## config.mk

```make
export PLATFORM = sky130hd
export DESIGN_NAME = branch_pred_ctrl
export DESIGN_NICKNAME = d
export VERILOG_FILES = /design/src/rtl/branch_pred_ctrl.sv
export SDC_FILE = /design/constraint.sdc
export NUM_CORES = 1
export LEC_CHECK = 0
export CAP_MARGIN = 10
export CORE_MARGIN = 4
export CORE_UTILIZATION = 46
export CTS_CLUSTER_DIAMETER = 100
export CTS_CLUSTER_SIZE = 40
export DETAILED_ROUTE_END_ITERATION = 6
export GPL_TIMING_DRIVEN = 0
export PLACE_DENSITY = 0.81
export SYNTH_ARGS = -nofsm -noshare
export SYNTH_HDL_FRONTEND = slang
export SYNTH_SLANG_ARGS = --single-unit
```

## constraint.sdc

```tcl
create_clock -name clk -period 5.1 [get_ports clk]
set_clock_uncertainty 0.15 [all_clocks]
set_input_delay 1.02 -clock clk [delete_from_list [all_inputs] [get_ports clk]]
set_output_delay 1.02 -clock clk [all_outputs]
set_load 0.01 [all_outputs]
```

## src/rtl/branch_pred_ctrl.sv

```systemverilog
// ---------------------------------------------------------------------------
// branch_pred_ctrl
//   Branch prediction and resolution controller for the pipelined RV32I core.
//   The ID stage gets a combinational taken/not-taken guess from a table of
//   2-bit saturating counters indexed by pc[IDX_W+1:2]. The EX stage resolves
//   the branch against the comparator. On a wrong guess it raises flush and
//   supplies the corrected fetch PC in the same cycle. It also trains the
//   table and counts resolved and mispredicted branches.
//
// Ports
//   clk, rst          clock; synchronous active-high reset
//   id_is_branch      ID instruction is a conditional branch
//   id_pc             PC of the ID instruction
//   id_pred_taken     prediction for the ID instruction (combinational)
//   ex_valid          EX holds a live instruction
//   ex_stall          EX held this cycle; comparator result not final
//   ex_is_branch      EX instruction is a conditional branch
//   ex_pc             PC of the EX instruction
//   ex_pred_taken     prediction carried down from ID
//   ex_cmp_taken      comparator outcome
//   ex_target         computed branch target
//   flush             squash IF/ID and ID/EX this cycle
//   redirect_pc       next fetch PC while flush=1, else 0
//   branch_cnt        resolved branches since reset
//   mispred_cnt       mispredicted branches since reset
// ---------------------------------------------------------------------------
module branch_pred_ctrl #(
    parameter int IDX_W = 4,
    parameter int CNT_W = 32
) (
    input  logic             clk,
    input  logic             rst,
    input  logic             id_is_branch,
    input  logic [31:0]      id_pc,
    output logic             id_pred_taken,
    input  logic             ex_valid,
    input  logic             ex_stall,
    input  logic             ex_is_branch,
    input  logic [31:0]      ex_pc,
    input  logic             ex_pred_taken,
    input  logic             ex_cmp_taken,
    input  logic [31:0]      ex_target,
    output logic             flush,
    output logic [31:0]      redirect_pc,
    output logic [CNT_W-1:0] branch_cnt,
    output logic [CNT_W-1:0] mispred_cnt
);

    localparam int ENTRIES = 1 << IDX_W;

    // Counter encoding: 00 strong NT, 01 weak NT, 10 weak T, 11 strong T.
    localparam logic [1:0] CTR_RESET = 2'b01;

    logic [ENTRIES-1:0][1:0] ctr_q, ctr_d;
    logic [CNT_W-1:0]        branch_cnt_q, branch_cnt_d;
    logic [CNT_W-1:0]        mispred_cnt_q, mispred_cnt_d;

    logic [IDX_W-1:0] id_idx;
    logic [IDX_W-1:0] ex_idx;
    logic             res;
    logic             mis;

    assign id_idx = id_pc[IDX_W+1:2];
    assign ex_idx = ex_pc[IDX_W+1:2];

    // The prediction reads registered table state, so a same-index update in
    // this cycle is not bypassed. ID sees the pre-update value.
    assign id_pred_taken = id_is_branch & ctr_q[id_idx][1];

    // Gating with rst keeps flush and redirect quiet during reset. It also
    // blocks training on the reset edge.
    assign res = ex_valid & ex_is_branch & ~ex_stall & ~rst;
    assign mis = res & (ex_pred_taken != ex_cmp_taken);

    always_comb begin
        flush       = mis;
        redirect_pc = 32'h0;
        if (mis) begin
            // The not-taken fall-through wraps naturally at 32 bits.
            redirect_pc = ex_cmp_taken ? ex_target : (ex_pc + 32'd4);
        end
    end

    always_comb begin
        ctr_d         = ctr_q;
        branch_cnt_d  = branch_cnt_q;
        mispred_cnt_d = mispred_cnt_q;
        if (res) begin
            if (ex_cmp_taken) begin
                if (ctr_q[ex_idx] != 2'b11) ctr_d[ex_idx] = ctr_q[ex_idx] + 2'd1;
            end else begin
                if (ctr_q[ex_idx] != 2'b00) ctr_d[ex_idx] = ctr_q[ex_idx] - 2'd1;
            end
            branch_cnt_d = branch_cnt_q + {{(CNT_W-1){1'b0}}, 1'b1};
        end
        if (mis) begin
            mispred_cnt_d = mispred_cnt_q + {{(CNT_W-1){1'b0}}, 1'b1};
        end
    end

    always_ff @(posedge clk) begin
        if (rst) begin
            ctr_q         <= {ENTRIES{CTR_RESET}};
            branch_cnt_q  <= '0;
            mispred_cnt_q <= '0;
        end else begin
            ctr_q         <= ctr_d;
            branch_cnt_q  <= branch_cnt_d;
            mispred_cnt_q <= mispred_cnt_d;
        end
    end

    assign branch_cnt  = branch_cnt_q;
    assign mispred_cnt = mispred_cnt_q;

endmodule

```

==> flow_metrics.env <==
export IMPL_status="complete, no violations"
export IMPL_hp_class="reg -> reg"
export IMPL_synth_edf_count=0
export IMPL_final_area_um2=8044
export IMPL_cts_sinks=96
export IMPL_yosysUniqueCellTypes=39
export IMPL_crit_arrival_ns=3.79
export IMPL_startpoint_type="input port"
export IMPL_postRouteAntennaNets=0
export IMPL_drtPass1Iterations=7
export IMPL_routed_via_count=6419
export IMPL_setup_viol=0
export IMPL_dieArea_um2=14410
export IMPL_path_cells="dlygate4sd2_1 -> ha_4 -> nand3_2 -> or4_4 -> buf_6 -> or4_1 -> a31oi_1 -> clkdlybuf4s50_1"
export IMPL_cts_root_buf="clkbuf_16"
export IMPL_drc=0
export IMPL_maxCapViolations=0
export IMPL_ys_async_sr_fraction_pct=0
export IMPL_gp_congestion=0.8934
export IMPL_powerDensity_nw_per_um2=200.3
export IMPL_post_route_util_pct=66.14
export IMPL_min_period_ns=4.961
export IMPL_place_ws_ns=-0.2352
export IMPL_grt_pass1_wl_um=30400
export IMPL_insertion_delay_ns=0.35
export IMPL_worst_slack_ns=0.1388
export IMPL_final_cell_count_no_fill=1068
export IMPL_critPathMaxFanout=10
export IMPL_synthToLayoutAreaGrowth_pct=39.34
export IMPL_tightest_slew_ns=0.7750
export IMPL_synth_largest_area_cell="dfxtp_1"
export IMPL_place_area_um2=7705
export IMPL_drt_iter0_markers=590
export IMPL_p_leak_uw=0.002701
export IMPL_ios=202
export IMPL_ys_ff_latch=96
export IMPL_crit_family="simple AND/OR/NAND/NOR gates"
export IMPL_synth_nets=821
export IMPL_synthFlopType="dfxtp_1"
export IMPL_clk_pin_slew_ns=0.06
export IMPL_final_nets=1007
export IMPL_die_h_um=120.0
export IMPL_mostFrequentLayoutCell="clkdlybuf4s50_1"
export IMPL_cp_slowest_cell="or4_4"
export IMPL_final_cell_mix="clkdlybuf4s50_1, dfxtp_1, o21ai_0, a21oi_1, nor2_1"
export IMPL_startpoint="ex_pc[3]"
export IMPL_postCtsHoldBufs=0
export IMPL_clock_path_buffers=2
export IMPL_routed_wl_um=19540
export IMPL_place_detailed_hpwl_um=14580
export IMPL_vdd_drop_max_uv=202.2
export IMPL_antenna_cells=0
export IMPL_initial_utilization_pct=47.47
export IMPL_track_usage_pct=26.03
export IMPL_timing_fmax_mhz=201.6
export IMPL_cts_htree_levels=3
export IMPL_synthTopCellsByArea="dfxtp_1, a21oi_1, o21ai_0"
export IMPL_final_max_slew_viol_count=0
export IMPL_synth_seq_area_share_pct=33.29
export IMPL_avgSynthCellArea_um2=8.143
export IMPL_required_ns=3.93
export IMPL_antenna_found_initial=0
export IMPL_drive_gt1_share_pct=7.000
export IMPL_avgViaCountPerCell=6.010
export IMPL_die_x_um=120.0
export IMPL_dp_cells=1049
export IMPL_rows=40
export IMPL_synth_cell_area_um2=5773
export IMPL_syn_inst=709
export IMPL_rsz0062_at_grt="no"
export IMPL_grt_ovfl_total=0
export IMPL_wl_per_cell_um=18.30
export IMPL_critPathBufInv=3
export IMPL_grt_pass1_vias=5773
export IMPL_max_stage_delay_ns=0.61
export IMPL_cts_inserted_buffers=9
export IMPL_grt_max_degree=16
export IMPL_end_kind="output pin"
export IMPL_relSlewSlack_pct=48.34
export IMPL_synth_top_cell_area_share_pct=33.29
export IMPL_coreArea_um2=12160
export IMPL_final_hold_violation_count=0
export IMPL_critical_path_class="in -> out"
export IMPL_synth_warnings=0
export IMPL_post_route_period_util_pct=97.28
export IMPL_cts_tree="yes"
export IMPL_port_buffers=172
==> area by class of cell <==
type,count,area [um^2]
Fill cell,1027,4118
Multi-Input combinational cell,544,3600
Sequential cell,96,1922
Timing Repair Buffer,176,1752
Clock buffer,10,229.0
Tap cell,168,210.2
Buffer,45,185.2
Inverter,23,86.33
Clock inverter,6,60.06
==> final timing paths <==
kind / end / slack (ns) / cells past startpoint
max: redirect_pc[22] / 0.14 / 8
min: flip-flop / 0.32 / 2
max reg2reg: flip-flop / 1.75 / 10
min reg2reg: flip-flop / 0.32 / 2
==> power breakdown <==
| group | switching, uW | internal (uW) | total (uW) |
|---|---|---|---|
| clock network | 292 | 378 | 670 |
| registers | 1.29 | 751 | 752 |
| logic | 102 | 88.1 | 190 |
| total | 395 | 1220 | 1610 |
==> Yosys cell counts, types with 3 or more instances <==
cell / n
dfxtp_1: 96
a21oi_1: 64
o21ai_0: 64
nor2_1: 53
nand4_1: 41
nand2_1: 40
clkbuf_1: 33
nand3_1: 28
or4_1: 27
o31ai_1: 25
inv_1: 23
or3_1: 23
mux2i_1: 21
and4_1: 16
nor3_1: 16
mux4_2: 14
xnor2_1: 14
mux2_2: 13
a31oi_1: 12
nor2b_1: 12
xor2_1: 11
nor4_1: 10
and2_1: 8
buf_1: 8
ha_1: 8
a211oi_1: 6
and3_1: 6
buf_2: 4
or3_2: 3
==> what timing repair did <==
item | 4_1_cts | 5_1_grt
pin swaps | 0 | 3
setup endpoints to repair | 13 | 12
gates resized for setup | 6 | 4
buffers inserted | 0 | 4
==> metal layers <==
metal,wire length [um],GRT usage [%],share of wire (%)
met1,8032,33.27,41
met2,9203,42.92,47
met3,1708,6.173,8.7
met4,596,9.091,3.1
met5,0,0,0
==> worst register-to-register path: cells and delay by family (launching register included) <==
family	cells	cell delay [ns]
AO/OA/AOI/OAI	2	0.36
adder cells (fa/ha/maj)	1	0.19
buffers and inverters	1	0.39
flip-flops	1	0.32
multiplexers	3	1.26
AND/OR/NAND/NOR	3	0.57
==> kinds of logic after synthesis <==
group | count (synthesis) | synth area share [%]
AND/OR/NAND/NOR | 291 | 28.26
AO/OA/AOI/OAI | 172 | 16.58
flip-flops | 96 | 33.29
buffers and inverters | 69 | 4.703
multiplexers | 48 | 11.64
XOR/XNOR | 25 | 3.793
adder cells (fa/ha/maj) | 8 | 1.734
==> through the flow <==
stage	hold WS (ns)	power [uW]	setup TNS (ns)
final	0.3180	1612	0
after global routing	0.3394	1666	0
after CTS	0.3206	1613	0
after detailed placement	0.3048	952.7	-2.677
after global placement	0.2906	950.8	-1.573
after floorplan	0.2832	845.6	0
Power figures use the tool's default switching activity.
